--- src/rtl/alu_rr_sched.sv ---
// Round-robin scheduler that time-shares one external add/inc/sub/dec ALU between
// two requesters; a single transaction is in flight at a time (IDLE -> EXEC -> RESP).
module alu_rr_sched #(
  parameter int DW   = 32,
  parameter int OPW  = 4,
  parameter int CNTW = 16
) (
  input  logic            clk,
  input  logic            rst_n,
  input  logic            req0_valid,
  output logic            req0_ready,
  input  logic [OPW-1:0]  req0_op,
  input  logic [DW-1:0]   req0_a,
  input  logic [DW-1:0]   req0_b,
  input  logic            req1_valid,
  output logic            req1_ready,
  input  logic [OPW-1:0]  req1_op,
  input  logic [DW-1:0]   req1_a,
  input  logic [DW-1:0]   req1_b,
  output logic            rsp0_valid,
  input  logic            rsp0_ready,
  output logic            rsp1_valid,
  input  logic            rsp1_ready,
  output logic [DW-1:0]   rsp_data,
  output logic [3:0]      rsp_flags,
  output logic            rsp_err,
  output logic [OPW-1:0]  alu_op1,
  output logic [DW-1:0]   alu_in0,
  output logic [DW-1:0]   alu_in1,
  input  logic [DW-1:0]   alu_out,
  input  logic            alu_carryout,
  input  logic            alu_overflow,
  input  logic            alu_zero,
  input  logic            alu_n,
  output logic            busy,
  output logic            grant_id,
  output logic [CNTW-1:0] done_cnt
);

  typedef enum logic [1:0] {
    ST_IDLE = 2'b00,
    ST_EXEC = 2'b01,
    ST_RESP = 2'b10
  } state_t;

  localparam logic [OPW-1:0] OP_NOP = {OPW{1'b1}};
  localparam logic [OPW-1:0] OP_MAX = {{(OPW-2){1'b0}}, 2'b11};

  function automatic logic op_legal(input logic [OPW-1:0] op);
    return (op <= OP_MAX);
  endfunction

  state_t          r_state;
  state_t          w_state_nxt;
  logic            r_ptr;
  logic            r_id;
  logic            r_err;
  logic [OPW-1:0]  r_op;
  logic [OPW-1:0]  r_alu_op1;
  logic [DW-1:0]   r_a;
  logic [DW-1:0]   r_b;
  logic [DW-1:0]   r_data;
  logic [3:0]      r_flags;
  logic [CNTW-1:0] r_cnt;

  logic            w_gnt0;
  logic            w_gnt1;
  logic            w_accept;
  logic            w_rsp_hs;
  logic            w_req0_ready;
  logic            w_req1_ready;
  logic [OPW-1:0]  w_sel_op;
  logic [DW-1:0]   w_sel_a;
  logic [DW-1:0]   w_sel_b;

  // r_ptr=0 gives req0 priority on a tie; a lone requester always wins.
  assign w_gnt0   = req0_valid & (~req1_valid | ~r_ptr);
  assign w_gnt1   = req1_valid & (~req0_valid |  r_ptr);
  assign w_sel_op = w_gnt1 ? req1_op : req0_op;
  assign w_sel_a  = w_gnt1 ? req1_a  : req0_a;
  assign w_sel_b  = w_gnt1 ? req1_b  : req0_b;

  // Next-state decode, request handshake and response handshake.
  always_comb begin
    w_state_nxt  = r_state;
    w_req0_ready = 1'b0;
    w_req1_ready = 1'b0;
    w_accept     = 1'b0;
    w_rsp_hs     = 1'b0;
    case (r_state)
      ST_IDLE: begin
        w_req0_ready = w_gnt0;
        w_req1_ready = w_gnt1;
        if (w_gnt0 | w_gnt1) begin
          w_accept    = 1'b1;
          w_state_nxt = ST_EXEC;
        end else begin
          w_state_nxt = ST_IDLE;
        end
      end
      ST_EXEC: begin
        w_state_nxt = ST_RESP;
      end
      ST_RESP: begin
        w_rsp_hs = r_id ? rsp1_ready : rsp0_ready;
        if (w_rsp_hs) begin
          w_state_nxt = ST_IDLE;
        end else begin
          w_state_nxt = ST_RESP;
        end
      end
      default: begin
        w_state_nxt = ST_IDLE;
      end
    endcase
  end

  // State register.
  always_ff @(posedge clk or negedge rst_n) begin
    if (!rst_n) begin
      r_state <= ST_IDLE;
    end else begin
      r_state <= w_state_nxt;
    end
  end

  // Operand latch, ALU opcode, result capture, pointer and completion counter.
  always_ff @(posedge clk or negedge rst_n) begin
    if (!rst_n) begin
      r_ptr     <= 1'b0;
      r_id      <= 1'b0;
      r_op      <= {OPW{1'b0}};
      r_a       <= {DW{1'b0}};
      r_b       <= {DW{1'b0}};
      r_alu_op1 <= OP_NOP;
      r_data    <= {DW{1'b0}};
      r_flags   <= 4'b0000;
      r_err     <= 1'b0;
      r_cnt     <= {CNTW{1'b0}};
    end else if (w_accept) begin
      r_id      <= w_gnt1;
      r_op      <= w_sel_op;
      r_a       <= w_sel_a;
      r_b       <= w_sel_b;
      r_alu_op1 <= op_legal(w_sel_op) ? w_sel_op : OP_NOP;
    end else if (r_state == ST_EXEC) begin
      r_alu_op1 <= OP_NOP;
      if (op_legal(r_op)) begin
        r_data  <= alu_out;
        r_flags <= {alu_n, alu_zero, alu_overflow, alu_carryout};
        r_err   <= 1'b0;
      end else begin
        r_data  <= {DW{1'b0}};
        r_flags <= 4'b0000;
        r_err   <= 1'b1;
      end
    end else if (w_rsp_hs) begin
      r_ptr <= ~r_id;
      if (r_cnt != {CNTW{1'b1}}) begin
        r_cnt <= r_cnt + {{(CNTW-1){1'b0}}, 1'b1};
      end
    end
  end

  assign req0_ready = w_req0_ready;
  assign req1_ready = w_req1_ready;
  assign rsp0_valid = (r_state == ST_RESP) & ~r_id;
  assign rsp1_valid = (r_state == ST_RESP) &  r_id;
  assign rsp_data   = r_data;
  assign rsp_flags  = r_flags;
  assign rsp_err    = r_err;
  assign alu_op1    = r_alu_op1;
  assign alu_in0    = r_a;
  assign alu_in1    = r_b;
  assign busy       = (r_state != ST_IDLE);
  assign grant_id   = r_id;
  assign done_cnt   = r_cnt;

endmodule

--- config.mk ---
export PLATFORM = sky130hd
export DESIGN_NAME = alu_rr_sched
export DESIGN_NICKNAME = d
export VERILOG_FILES = /design/src/rtl/alu_rr_sched.sv
export SDC_FILE = /design/constraint.sdc
export NUM_CORES = 1
export LEC_CHECK = 0
export BUFFER_PORTS_ARGS = -buffer_cell sky130_fd_sc_hd__buf_2
export CORE_AREA = 2 2 92 160
export CTS_BUF_LIST = sky130_fd_sc_hd__clkbuf_8 sky130_fd_sc_hd__clkbuf_16
export CTS_CLUSTER_SIZE = 30
export DETAILED_ROUTE_END_ITERATION = 10
export DIE_AREA = 0 0 94 162
export MAX_ROUTING_LAYER = met4
export PLACE_DENSITY = 0.72
export RECOVER_POWER = 25
export SLEW_MARGIN = 20
export SYNTH_ARGS = -nofsm -noshare
export SYNTH_HDL_FRONTEND = slang
export SYNTH_SLANG_ARGS = --single-unit
--- constraint.sdc ---
create_clock -name clk -period 3.9 [get_ports clk]
set_clock_uncertainty 0.05 [all_clocks]
set_input_delay 0.39 -clock clk [delete_from_list [all_inputs] [get_ports clk]]
set_output_delay 0.39 -clock clk [all_outputs]
set_load 0.01 [all_outputs]
==> results.md, run 1 <==
* Worst min-delay path class: in2async
* Critical path launch point type: register
* Switching share of total power at a little over a third
* Global-route wire length before repair at approximately 24 mm
* Combinational share of power at a little over a third
* Critical path class: reg2out
* Ys async rst share at 100.0%
* Clock sinks at 126
* Die X at 94 um
* Seq. cell area at between 3000 and 4000 um^2
* Post-synth EDFFs at 0
* Cts bufs inserted at 17
* GRT Residual Overflow at 0
* Syn Inst Count at just under 500
* Critical Path AT at 1.70 ns
* Drt drc at 0
* Fmax at 0.4669 GHz
* R2R cell count at 5
* Rel. slew slack at 44.66%
* Prevailing post-synth register cell: dfrtp_1
* Flops & latches, synth at roughly 130
* Static Leak at 4.222 nW
* Antenna violations before repair at 1
* Placed Area at 7167 um^2
* Cell Rows at 57
* Die height at between 150 and 200 um
* Library cells used by synthesis at 42
* WHS at ~0.075 ns
* H-tree depth at 4
* Final Cycle Share at 54.92%
* GRT Total Usage at 20.68%
* Worst reg2reg startpoint: r_ptr$_DFFE_PN0P_
* Area added between synthesis and finish at 42.90%
* DRT Wirelength at 15.16 mm
* Final hold violations at 0
* Clk pwr share at between 20% and 30%
* Hold buffer count at CTS at 0
* Status: finished, final reports clean
* Ratio of total power to cell area at between 700 and 800 nW/um^2
* Commonest non-fill, non-tap cell in the layout: buf_2
* Synthesized area per cell at 11.39 um^2
* Max Slew Vio Count at 0
* CTS root buf: clkbuf_16
* Vias in the first global route at 4855
* Setup Viol. Count Final at 0
* Routed wire per std cell at 15.65 um
* CTS tree: built
* Die footprint at around 15000 um^2
* Final Wtd Congestion at around 0.86
* Tmin final at roughly 2.1 ns
* Largest net degree at the start of global routing at 127
* Synth Cell Area at about 5500 um^2
* Peak fanout along the critical path at 33
* Final core area utilization at a little under three fifths
* Worst Setup End Kind: primary output
* Maximum vdd drop at 0.0003322 V
* Sequential area share after synthesis at 57.60%
* Multi-input gate area at between 2000 and 2500 um^2
* Post-route ant nets at 0
* Detailed-placement wirelength estimate at approximately 11 mm
* Syn nets at 660
* Internal at approximately 0.004 W
* Critical R2R Capture: alu_in0[6]$_DFFE_PN0P_
* Initial Util at approximately two fifths
* Port bufs at approximately 300
* Setup TNS at 0 ns
* Worst-Margin Slew at approximately 0.83 ns
* # fillers at roughly 1300
* Nets at about 960
* Vias per Instance at 4.896
* Worst setup endpoint: req1_ready
* Register-to-Register Setup Slack at approximately 1.8 ns
* Post-CTS setup buffers at 0
* RSZ-0062 raised after global routing: false
* Worst-path clk slew at 0.06 ns
* Share of cells above drive strength 1 at ~45%
* Starting DRC count in detailed routing at approximately 150
* TritonRoute pass-1 iters at 5
* CTS max path bufs at 2
* Clock latency on the worst-skew pair at roughly 0.40 ns
* Worst path required time at roughly 3.5 ns
* Synth warn at 0
* Most frequent cells in the layout: 303 x buf_2, 123 x dfrtp_1, 76 x nor2_1
* Via Count at ~4700
* Core area at approximately 14000 um^2
* Sequential share of power at a little over a third
* Ports at 305
* Post-Layout Inst Area at slightly below 8000 um^2
* Max-Cap Viols at 0
* Post-cts sizing count at 0
* P_sw at 0.002180 W
* Crit. Startpoint: r_ptr$_DFFE_PN0P_
==> layer usage <==
layer,vias to the layer above,wire length (um),GRT usage [%]
met5,-,0,-
met4,0,322,7.971
met3,24,971,4.545
met2,210,8264,35.81
met1,2199,5604,22.97
li1,2311,-,-
==> Yosys cell counts (2+ instances only) <==
| library cell | count | area [um^2] |
|---|---|---|
| dfrtp_1 | 123 | 3078 |
| nor2_1 | 76 | 285.3 |
| a21oi_1 | 69 | 345.3 |
| mux2i_1 | 68 | 680.7 |
| a22o_1 | 36 | 315.3 |
| buf_2 | 14 | 70.07 |
| xor2_1 | 12 | 105.1 |
| clkbuf_1 | 11 | 41.29 |
| nor3_1 | 11 | 55.05 |
| nand2_1 | 8 | 30.03 |
| and3_1 | 4 | 25.02 |
| buf_1 | 3 | 11.26 |
| buf_4 | 3 | 22.52 |
| dfstp_2 | 3 | 78.83 |
| nand2b_1 | 3 | 18.77 |
| nand3_1 | 3 | 15.01 |
| nand4_1 | 3 | 18.77 |
| a31oi_1 | 2 | 12.51 |
| nand4b_1 | 2 | 17.52 |
| nor2b_1 | 2 | 12.51 |
| o21a_1 | 2 | 15.01 |
| o21ai_0 | 2 | 10.01 |
| xnor2_1 | 2 | 17.52 |
==> worst min path at each step <==
stage,end,slack (ns),cells past startpoint
detailed placement,rsp_data[6]$_DFFE_PN0P_,0.44,1
global route,rsp_data[17]$_DFFE_PN0P_,0.13,2
global placement,rsp_err$_DFFE_PN0P_,0.42,2
CTS,done_cnt[6]$_DFFE_PN0P_,0.06,2
finish,done_cnt[6]$_DFFE_PN0P_,0.08,2
floorplan,alu_in0[0]$_DFFE_PN0P_,0.04,0
==> worst max-delay path, cell delays in order, from the launching register on <==
cell and delay, ns:
dfrtp_1 0.38, nand2b_1 0.21, nand2_4 0.49, nor2_1 0.07, buf_2 0.16
==> sequential cells by signal, summed over array words and instances (netlist names) <==
name,flops
r_ptr,1
alu_in0,32
r_op,2
rsp_flags,4
grant_id,1
alu_op1,3
r_state,2
alu_in1,32
done_cnt,16
rsp_err,1
rsp_data,32
==> logic make-up (layout without fill, tap and decap cells) <==
group | count (synthesis) | in the layout | synth area share (%)
and+or+nand+nor | 126 | 126 | 11.44
AOI/OAI and AO/OA | 112 | 112 | 12.88
DFF | 126 | 126 | 57.60
buffers and inverters | 32 | 342 | 2.717
other | 0 | 1 | 0
muxes | 70 | 70 | 12.90
adders and majority gates | 1 | 1 | 0.2283
xor gates and xnor gates | 14 | 14 | 2.237
==> layout make-up <==
class | count | area share (%)
sequential | 126 | 40.31
multi-input combinational | 323 | 28.07
timing repair buffer | 309 | 20.21
clock buffer | 19 | 5.784
tap | 177 | 2.828
clock inverter | 13 | 2.716
inverter | 1 | 0.04793
antenna | 1 | 0.03195
==> through the flow <==
step / setup WS [ns] / cells / power [W]
2_1_floorplan: 2.117 / 481 / 0.003490
3_3_place_gp: 1.793 / 936 / 0.004389
3_5_place_dp: 1.772 / 936 / 0.004451
4_1_cts: 1.731 / 968 / 0.006238
5_1_grt: 1.594 / 969 / 0.006580
6_report: 1.758 / 969 / 0.006156
==> power groups by stage <==
stage          Combinational, W  Clock [W]  Sequential, W
3_3_place_gp            0.00219          0        0.00220
4_1_cts                 0.00224    0.00180        0.00220
6_report                0.00219    0.00176        0.00220
2_1_floorplan           0.00104          0        0.00245
3_5_place_dp            0.00224          0        0.00221
5_1_grt                 0.00243    0.00187        0.00228
No activity file was read; power rests on OpenSTA's default activity.
==> run 2: changes to the inputs <==
--- a/config.mk
+++ b/config.mk
@@ -12,7 +12,7 @@
 export DETAILED_ROUTE_END_ITERATION = 10
 export DIE_AREA = 0 0 94 162
 export MAX_ROUTING_LAYER = met4
-export PLACE_DENSITY = 0.72
+export PLACE_DENSITY = 0.75
 export RECOVER_POWER = 25
 export SLEW_MARGIN = 20
 export SYNTH_ARGS = -nofsm -noshare
==> constraint.sdc (replaced) <==
create_clock -name clk -period 1.9 [get_ports clk]
set_clock_uncertainty 0.05 [all_clocks]
set_input_delay 0.19 -clock clk [delete_from_list [all_inputs] [get_ports clk]]
set_output_delay 0.19 -clock clk [all_outputs]
set_load 0.01 [all_outputs]
==> results.md, run 2 (same netlist as run 1, synthesis figures left out) <==
* TritonRoute pass-1 iters at 4
* Worst Setup End Kind: primary output
* GRT Total Usage at 20.88%
* Crit path max-delay family: simple AND/OR/NAND/NOR gates
* Global-route wire length before repair at approximately 24 mm
* RSZ-0062 raised after global routing: false
* Via Count at roughly 5000
* Share of cells above drive strength 1 at between 40% and 50%
* Fmax at 0.5604 GHz
* DRT Wirelength at between 15 and 20 mm
* Vias per Instance at 4.928
* Post-route ant nets at 0
* Cts bufs inserted at 17
* Detailed-placement wirelength estimate at around 11 mm
* Max Slew Vio Count at 0
* Area added between synthesis and finish at 50.73%
* Final hold violations at 0
* Peak fanout along the critical path at 21
* Worst path required time at between 1.5 and 2 ns
* Final Cycle Share at a little over nine tenths
* Worst-path clk slew at 0.06 ns
* Vias in the first global route at roughly 5000
* Post-route insts no fill at 1010
* CP max-delay cell: dfrtp_1
* Maximum vdd drop at 0.0007141 V
* Core area at between 10000 and 15000 um^2
* Placed Area at 7234 um^2
* Final Wtd Congestion at roughly 0.84
* Setup Viol. Count Final at 0
* Port bufs at 304
* Final core area utilization at ~59%
* Critical path launch point type: register
* CTS root buf: clkbuf_16
* Nets at ~1000
* Ports at around 310
* Worst min-delay path class: in2reg
* H-tree depth at 4
* Drt drc at 0
* Final WS setup at 0.1155 ns
* Clock sinks at ~130
* Post-Layout Inst Area at about 8300 um^2
* GRT Residual Overflow at 0
* Die height at 162 um
* Max-Cap Viols at 0
* CP Buf/Inv Count at 2
* Die X at about 94 um
* Most frequent cells in the layout: 303 x buf_2, 123 x dfrtp_1, 76 x nor2_1
* CP peak stage delay at about 0.4 ns
* Worst-Margin Slew at between 1 and 1.5 ns
* Rel. slew slack at about a quarter
* Cell Rows at 57
* CTS max path bufs at 2
* Dpl cells at 940
* Critical path class: reg2out
* Static Leak at around 4.4 nW
* Critical Path AT at approximately 1.5 ns
* Post-CTS setup buffers at 0
* Dpl ws at 0.1459 ns
* Ratio of total power to cell area at 1532 nW/um^2
* Clock latency on the worst-skew pair at roughly 0.40 ns
* Die footprint at about 15000 um^2
* Routed wire per std cell at between 15 and 20 um
* CTS tree: built
* Setup TNS at 0 ns
* Status: finished, final reports clean
* Largest net degree at the start of global routing at approximately 130
* CP Cell Sequence: nand2b_1 > nand2_4 > buf_16 > nor2_1 > buf_2
* Antenna violations before repair at 1
* Commonest non-fill, non-tap cell in the layout: buf_2
* Tmin final at 1.784 ns
* Initial Util at about two fifths
* Starting DRC count in detailed routing at 125
[run 2: cell count changes in the layout (fill, tap and decap cells not counted)]
| cell | change |
|---|---|
| clkinvlp_4 | +1 |
| buf_12 | +1 |
| buf_6 | +1 |
| clkinv_4 | -1 |
| clkbuf_4 | +1 |
| dlygate4sd3_1 | +37 |
| clkbuf_8 | -1 |
| buf_4 | +1 |
| buf_16 | +1 |
| bufinv_16 | -1 |
| clkbuf_1 | -1 |
| inv_6 | +1 |
| clkbuf_16 | +1 |
[run 2: layout make-up]
class	instances	area, um^2
flip-flops and latches	126	3157
inverters	1	3.754
well taps	177	221.5
clock inverters	13	190.2
multi-input cells	323	2198
fillers	1174	5647
repair buffers	351	2048
clock buffers	18	439.2
diodes	1	2.502
[run 2: repair_timing]
item,4_1_cts,5_1_grt
endpoints found under the setup margin,0,1
resized for setup,0,1
endpoints found under the hold margin,159,0
hold buffers,37,0
[run 2: path summary, 6_finish.rpt]
check	slack (ns)	endpoint	depth (start not counted)	startpoint
min in group asynchronous	0.55	done_cnt[10]$_DFFE_PN0P_	3	rst_n
setup / recovery	0.12	req1_ready	5	r_ptr$_DFFE_PN0P_
max in group asynchronous	0.46	rsp_data[17]$_DFFE_PN0P_	3	rst_n
hold / removal	0.04	alu_in0[10]$_DFFE_PN0P_	3	req1_a[10]
hold reg to reg	0.45	rsp_data[6]$_DFFE_PN0P_	1	rsp_data[6]$_DFFE_PN0P_
setup reg to reg	0.13	done_cnt[15]$_DFFE_PN0P_	5	done_cnt[0]$_DFFE_PN0P_
[run 2: per-layer routing]
metal / vias to the layer above / part of all wire (%) / GRT usage, %
met5: - / 0 / -
met4: 0 / 2.4 / 8.235
met3: 28 / 5.4 / 4.035
met2: 208 / 55 / 37.08
met1: 2346 / 37 / 22.60
li1: 2395 / - / -
[run 2: metrics by stage]
step | hold slack (ns) | total power [W]
3_5_place_dp | 0.2937 | 0.009227
5_1_grt | 0.03953 | 0.01349
6_report | 0.04035 | 0.01265
3_3_place_gp | 0.2912 | 0.009082
2_1_floorplan | -0.1556 | 0.007163
4_1_cts | 0.02660 | 0.01275
[run 2: worst min-delay path, cell delays in order]
cell and delay, ns:
buf_2 0.07, mux2i_1 0.05, a21oi_1 0.13
[run 2: where the power goes]
part	total (W)	internal, W	switching [W]
Combinational	0.00471	0.00205	0.00265
Sequential	0.00455	0.00385	0.000701
Clock	0.00340	0.00223	0.00117
==> run 3: changes to the inputs <==
--- a/config.mk
+++ b/config.mk
@@ -7,12 +7,11 @@
 export LEC_CHECK = 0
 export BUFFER_PORTS_ARGS = -buffer_cell sky130_fd_sc_hd__buf_2
 export CORE_AREA = 2 2 92 160
-export CTS_BUF_LIST = sky130_fd_sc_hd__clkbuf_8 sky130_fd_sc_hd__clkbuf_16
 export CTS_CLUSTER_SIZE = 30
 export DETAILED_ROUTE_END_ITERATION = 10
 export DIE_AREA = 0 0 94 162
 export MAX_ROUTING_LAYER = met4
-export PLACE_DENSITY = 0.75
+export PLACE_DENSITY = 0.77
 export RECOVER_POWER = 25
 export SLEW_MARGIN = 20
 export SYNTH_ARGS = -nofsm -noshare
==> results.md, run 3 (same netlist as run 1, synthesis figures left out) <==
* Port bufs at approximately 300
* Commonest non-fill, non-tap cell in the layout: buf_2
* Peak fanout along the critical path at 5
* Die footprint at 15230 um^2
* Worst min-delay path class: in2reg
* Clock sinks at about 130
* Final Cycle Share at between 90% and 100%
* Post-route ant nets at 0
* Area added between synthesis and finish at 50.98%
* Die X at roughly 94 um
* Antenna violations before repair at 0
* Diode count at 0
* Starting DRC count in detailed routing at 173
* Maximum vdd drop at 0.0007613 V
* Rel. slew slack at ~38%
* Max Slew Vio Count at 0
* Most frequent cells in the layout: 303 x buf_2, 123 x dfrtp_1, 76 x nor2_1
* TritonRoute pass-1 iters at 4
* Die height at 162 um
* H-tree depth at 4
* CTS max path bufs at 2
* Worst-Margin Slew at around 0.94 ns
* Worst path required time at 2.12 ns
* Post-cts sizing count at 0
* Switching share of total power at 35.70%
* Final hold violations at 0
* Vias per Instance at between 4 and 5
* Global-route wire length before repair at 25.16 mm
* P_sw at 0.004495 W
* CTS tree: built
* Ports at 305
* Cell Rows at 57
* Sequential share of power at 35.9%
* DRT Wirelength at approximately 16 mm
* CTS root buf: clkbuf_16
* Vias in the first global route at between 5000 and 6000
* Max-Cap Viols at 0
* Share of cells above drive strength 1 at around 43%
* Final Wtd Congestion at 0.8293
* Routed wire per std cell at roughly 16 um
* Largest net degree at the start of global routing at 74
* Tmin final at about 1.8 ns
* Via Count at 5054
* Critical Path AT at about 2 ns
* CP peak stage delay at 0.40 ns
* Clk pwr share at 26.2%
* Drt drc at 0
* Clock latency on the worst-skew pair at just under 0.4 ns
* CP max-delay cell: dfrtp_1
* CP Cell Sequence: ha_1 > nand4_4 > nor4_4 > nor2_2 > mux2_4
* Combinational share of power at between 30% and 40%
* Static Leak at roughly 4.4 nW
* RSZ-0062 raised after global routing: false
* Detailed-placement wirelength estimate at 11.60 mm
* Nets at roughly 1000
* Setup TNS at 0 ns
* Internal at 0.008095 W
* Critical path class: reg2reg
* Dpl ws at 0.1431 ns
* Critical path launch point type: register
* Cts bufs inserted at 17
* Fmax at between 0.5 and 0.6 GHz
* Core area at approximately 14000 um^2
* Worst-path clk slew at 0.06 ns
* Setup Viol. Count Final at 0
* WHS at around 0.038 ns
* GRT Residual Overflow at 0
* Final WS setup at 0.1057 ns
* Initial Util at between 30% and 40%
* GRT Total Usage at between 20% and 30%
* Worst Setup End Kind: register
* Status: finished, final reports clean
* Ratio of total power to cell area at about 1500 nW/um^2
-- run 3: cell count changes in the layout (fill, tap and decap cells not counted), sizes merged --
cell,delta
inv,-3
diode,-1
buf,+4
clkinv,+2
-- run 3: final timing paths --
kind / startpoint / endpoint / slack, ns / depth (start not counted)
worst max-delay path: done_cnt[0]$_DFFE_PN0P_ / done_cnt[1]$_DFFE_PN0P_ / 0.11 / 5
worst min-delay path: req1_b[20] / alu_in1[20]$_DFFE_PN0P_ / 0.04 / 3
worst max register to register: done_cnt[0]$_DFFE_PN0P_ / done_cnt[1]$_DFFE_PN0P_ / 0.11 / 5
worst min register to register: rsp_data[16]$_DFFE_PN0P_ / rsp_data[16]$_DFFE_PN0P_ / 0.44 / 1
max in group asynchronous: rst_n / alu_op1[2]$_DFFE_PN1P_ / 0.48 / 3
min in group asynchronous: rst_n / done_cnt[8]$_DFFE_PN0P_ / 0.42 / 2
-- run 3: final cells by class --
class,count,area (um^2)
well taps,177,221.5
multi-input cells,323,2198
inverters,1,3.754
flip-flops and latches,126,3157
fillers,1189,5633
clock inverters,12,171.4
repair buffers,355,2093
clock buffers,18,429.2
-- run 3: through the flow --
stage	cell area, um^2	cells	total power, W	util [%]
after detailed placement	7302	944	0.009275	52.51
after floorplan	5480	481	0.007163	-
final	8274	1012	0.01259	59.50
after global routing	8274	1012	0.01339	59.50
after CTS	8280	1012	0.01271	59.54
after global placement	7302	944	0.009137	52.51
-- run 3: power by group through the flow --
| stage | clock network, W | logic (W) | registers, W |
|---|---|---|---|
| after floorplan | 0 | 0.00213 | 0.00503 |
| after global placement | 0 | 0.00462 | 0.00452 |
| after detailed placement | 0 | 0.00475 | 0.00452 |
| after CTS | 0.00339 | 0.00481 | 0.00452 |
| after global routing | 0.00350 | 0.00521 | 0.00467 |
| final | 0.00330 | 0.00477 | 0.00452 |
-- run 3: layer usage --
metal	global-route usage (%)	wire length, um	vias to the layer above
met5	-	0	-
met4	8.564	446	0
met3	4.082	928	38
met2	38.77	8818	228
met1	23.54	5997	2387
li1	-	-	2401
-- run 3: timing repair --
action | 4_1_cts | 5_1_grt
hold buffers | 37 | 0
endpoints found under the setup margin | 1 | 0
hold endpoints to repair | 66 | 0
setup buffers | 1 | 0
-- run 3: critical path, delay by kind of cell, from the launching register on --
| family | cells | cell delay, ns |
|---|---|---|
| simple gates | 3 | 0.63 |
| fa+ha+maj | 1 | 0.28 |
| flops | 1 | 0.40 |
| mux | 1 | 0.30 |
